`config.mk`:
```
export PLATFORM = sky130hd
export DESIGN_NAME = rom_arbiter
export DESIGN_NICKNAME = d
export VERILOG_FILES = /design/src/rtl/rom_arbiter.sv
export SDC_FILE = /design/constraint.sdc
export NUM_CORES = 1
export LEC_CHECK = 0
export ABC_AREA = 1
export BUFFER_PORTS_ARGS = -buffer_cell sky130_fd_sc_hd__buf_2
export CAP_MARGIN = 0
export CORE_MARGIN = 2
export CORE_UTILIZATION = 44
export CTS_CLUSTER_SIZE = 28
export DETAILED_ROUTE_END_ITERATION = 8
export HOLD_SLACK_MARGIN = 0.08
export PLACE_DENSITY = 0.78
export REMOVE_ABC_BUFFERS = 1
export SYNTH_ARGS = -nofsm -noshare
export SYNTH_HDL_FRONTEND = slang
export SYNTH_SLANG_ARGS = --single-unit
export TNS_END_PERCENT = 1
```
`constraint.sdc`:
```
create_clock -name clk -period 2 [get_ports clk]
set_input_delay 0.2 -clock clk [delete_from_list [all_inputs] [get_ports clk]]
set_output_delay 0.2 -clock clk [all_outputs]
set_load 0.02 [all_outputs]
```
`src/rtl/rom_arbiter.sv`:
```
// Two-port arbiter in front of a combinational word ROM with a 1-cycle registered response.
// ROM_ARB_RR_EN selects round-robin contention; default build gives port 0 fixed priority.
module rom_arbiter #(
  parameter int unsigned ADDR_WIDTH = 32,
  parameter int unsigned ROM_BYTES  = 256
) (
  input  logic                  clk,
  input  logic                  rst,
  input  logic                  req0,
  input  logic                  req1,
  input  logic [ADDR_WIDTH-1:0] addr0,
  input  logic [ADDR_WIDTH-1:0] addr1,
  output logic                  gnt0,
  output logic                  gnt1,
  output logic                  rvalid0,
  output logic                  rvalid1,
  output logic [31:0]           rdata0,
  output logic [31:0]           rdata1,
  output logic                  err0,
  output logic                  err1,
  output logic [ADDR_WIDTH-1:0] rom_addr,
  input  logic [31:0]           rom_data
);

`ifdef ROM_ARB_RR_EN
  localparam bit RrEn = 1'b1;
`else
  localparam bit RrEn = 1'b0;
`endif

  // Highest legal word start address; anything above it is flagged, no wrap-around.
  localparam logic [ADDR_WIDTH-1:0] MaxAddr = ADDR_WIDTH'(ROM_BYTES - 4);

  logic        last_q, last_d;
  logic        rvalid0_q, rvalid1_q;
  logic [31:0] rdata0_q, rdata0_d, rdata1_q, rdata1_d;
  logic        err0_q, err0_d, err1_q, err1_d;
  logic        out_of_range;
  logic [31:0] word;

  always_comb begin
    gnt0 = 1'b0;
    gnt1 = 1'b0;
    if (!rst) begin
      if (req0 && req1) begin
        // Fixed priority ignores last; round-robin hands the win to the other port.
        gnt0 = !RrEn || last_q;
        gnt1 = !gnt0;
      end else begin
        gnt0 = req0;
        gnt1 = req1;
      end
    end
  end

  assign rom_addr     = gnt1 ? addr1 : addr0;
  assign out_of_range = rom_addr > MaxAddr;
  assign word         = out_of_range ? 32'h0 : rom_data;

  always_comb begin
    last_d   = last_q;
    rdata0_d = rdata0_q;
    err0_d   = err0_q;
    rdata1_d = rdata1_q;
    err1_d   = err1_q;
    if (gnt0) begin
      last_d   = 1'b0;
      rdata0_d = word;
      err0_d   = out_of_range;
    end
    if (gnt1) begin
      last_d   = 1'b1;
      rdata1_d = word;
      err1_d   = out_of_range;
    end
  end

  always_ff @(posedge clk) begin
    if (rst) begin
      last_q    <= 1'b1;
      rvalid0_q <= 1'b0;
      rvalid1_q <= 1'b0;
      rdata0_q  <= 32'h0;
      rdata1_q  <= 32'h0;
      err0_q    <= 1'b0;
      err1_q    <= 1'b0;
    end else begin
      last_q    <= last_d;
      rvalid0_q <= gnt0;
      rvalid1_q <= gnt1;
      rdata0_q  <= rdata0_d;
      rdata1_q  <= rdata1_d;
      err0_q    <= err0_d;
      err1_q    <= err1_d;
    end
  end

  assign rvalid0 = rvalid0_q;
  assign rvalid1 = rvalid1_q;
  assign rdata0  = rdata0_q;
  assign rdata1  = rdata1_q;
  assign err0    = err0_q;
  assign err1    = err1_q;

endmodule

```
==> results.md <==
* Status: finished clean
* PortBufs at 201
* DR WL/cell at roughly 13 microns
* Placer Congestion at around 0.95
* TritonCTS clock tree: done
* Fin nets at just under 800
* Worst Tran Pin Value at about 0.64 ns
* Fin cells at 773
* CP startpoint kind: input pin
* Synth Instances at between 400 and 500
* Fillers at between 600 and 700
* Largest net degree at the start of global routing at 66
* Clk root buf: clkbuf_8
* Setup slack, reg-to-reg at roughly 1.3 ns
* Vias/cell at ~4.9
* Global-route wire length before repair at 16400 microns
* Post-synthesis sequential area ratio at 40.5%
* Top cells by area, synth: dfxtp_1, nand2_1, inv_1, nand3_1, nand3_2
* # resized after CTS at 0
* H-Tree Depth at 3
* Hold Path Class: in2reg
* Initial Utilization at between 40% and 50%
* RSZ-0062 raised after global routing: false
* Max Freq at between 0.6 and 0.7 GHz
* Setup Skew at 0 ns
* Reg clk slew, reported paths at around 0.08 ns
* Drt first pass iters at 5
* Final Slew Violations at 0
* Crit path capture type: register
* Yosys top cell by area: dfxtp_1
* CP max stage delay at approximately 0.3 ns
* Synth unique cells at 20
* IO Count at between 200 and 250
* Post-CTS Setup Repair Bufs at 0
* Detailed-route via count at ~3800
* CTS Hold Bufs at 0
* Syn Area/Cell at slightly above 7 sq um
* CORE AREA at 7330 sq um
* Post-route clock period utilization at 80.1%
* Pleak at between 2 and 3 nW
* EDFF count, synth at 0
* Hold Violations, Final at 0
* Number of global-route vias before repair at about 3500
* Synth warn at 0
* Global Route Usage Sum at between 20% and 30%
* Inserted Clock Buffers at 9
* Die Y at approximately 91 microns
* Max-slew headroom at about 57%
* Post-DP HPWL at between 7000 and 8000 microns
* CTS max path bufs at 2
* Row cnt at 31
* Clk sinks at around 70
* Layout area overhead at 38.4%
* Initial DRC count at about 190
* Cell Area, Synth at approximately 3400 sq um
* Worst path cell trace: buf_2 > inv_2 > nand3_2 > buf_4 > nand2_1 > nand2_1 > nand2_1 > nor2_1 > nand2_1 > nor2_4 > buf_12 > nand3_1 > a21oi_1
* Max FO, Critical Path at 29
* Yosys top cell area share at roughly two fifths
* Commonest register cell after synthesis: dfxtp_1
* Post-DRT Antenna Nets at 0
* Highest ir drop seen on vdd at about 0.25 mV
* Routed WL at slightly above 10000 microns
* DRC Markers at 0
* Critical path's most frequent cell: nand2_1
* Initial antenna violation count at 0
* Synth Register Bits at slightly below 70
* Worst skew pair latency at 0.33 ns
* Die footprint at 8360 sq um
* Grt ovf at 0
* Antenna cells at 0
* Async SR Flop Fraction at 0%
* Cell area power density at around 670 nW/um^2
* Max Cap Viol at 0
* Placed cell count at ~760
* WP data arrival at roughly 1.9 ns
* Chip Width at a little over 90 microns
* Worst endpoint required time at between 2 and 2.5 ns
* Critical-path top delay cell: buf_4
* Layout cell share with drive strength beyond 1 at 38.6%
* Count leader, synth: nand2_1
* Crit path time final at approximately 1.6 ns
* Worst Setup Path Type: in2reg
* Synth top cells by count: nand2_1, inv_1, dfxtp_1
* Hold Slack at ~0.13 ns
* Final Setup Violations at 0
-- worst paths after layout --
path,start,end,depth (start not counted)
hold reg to reg,rdata1[27],rdata1[27],2
hold / removal,rom_data[1],rdata1[1],3
setup / recovery,req0,rdata0[9],13
setup reg to reg,rdata0[9],rdata0[9],2
-- registers in the layout, indices dropped and copies added, names as in the netlist --
signal and flops:
rdata0 32, rvalid1 1, rvalid0 1, err0 1, rdata1 32, err1 1
-- per-layer routing --
metal / GRT usage [%] / vias up / share of wire [%]
met1: 28.8 / 1728 / 41
met4: 8.46 / 0 / 1.9
met3: 5.64 / 19 / 7.2
met2: 41.5 / 164 / 50
li1: - / 1893 / -
met5: 0 / - / 0
-- cell usage in the layout (no fill, tap or decap), types with 10 or more instances in the layout --
master,n
o21ai_0,42
nand3_2,21
nand2_1,88
clkbuf_8,10
inv_1,84
o21ai_1,33
nand3_1,48
dfxtp_1,68
nor2_1,14
a21oi_1,32
buf_2,201
-- kinds of logic after synthesis --
logic type      after synthesis  share of synthesized area, %
simple gates                181                          27.6
flops                        68                          40.5
compound gates              108                          16.1
buf+inv                     119                          15.8
-- worst max-delay path: cells and delay by family --
kind                   cells  cell delay, ns
buffers and inverters      4            0.63
and+or+nand+nor            8            0.83
AOI/OAI and AO/OA          1            0.18
-- layout make-up --
class / instances / area (sq um) / share of cell area, %
multi-input cells: 289 / 1470 / 31.6
flip-flops and latches: 68 / 1360 / 29.2
repair buffers: 215 / 1170 / 25.2
inverters: 86 / 323 / 6.94
clock buffers: 10 / 138 / 2.96
well taps: 99 / 124 / 2.66
clock inverters: 6 / 63.8 / 1.37
-- metrics by stage --
step	TNS (ns)	worst slack, ns	power [mW]	utilization, %	instance area, sq um
2_1_floorplan	-89.25	-1.29	1.74	-	3150
3_3_place_gp	0	0.122	2.01	60.7	4450
3_5_place_dp	0	0.0442	2.02	60.7	4450
4_1_cts	0	0.385	3.14	63.5	4650
5_1_grt	0	0.210	3.26	63.5	4650
6_report	0	0.399	3.11	63.5	4650
-- report_power, final --
group	total (mW)	switching (mW)	internal, mW
registers	1.42	0.0208	1.40
logic	0.574	0.363	0.211
clock network	1.12	0.518	0.607
total	3.11	0.901	2.21
Note: power is estimated with default switching activity, not from simulation.
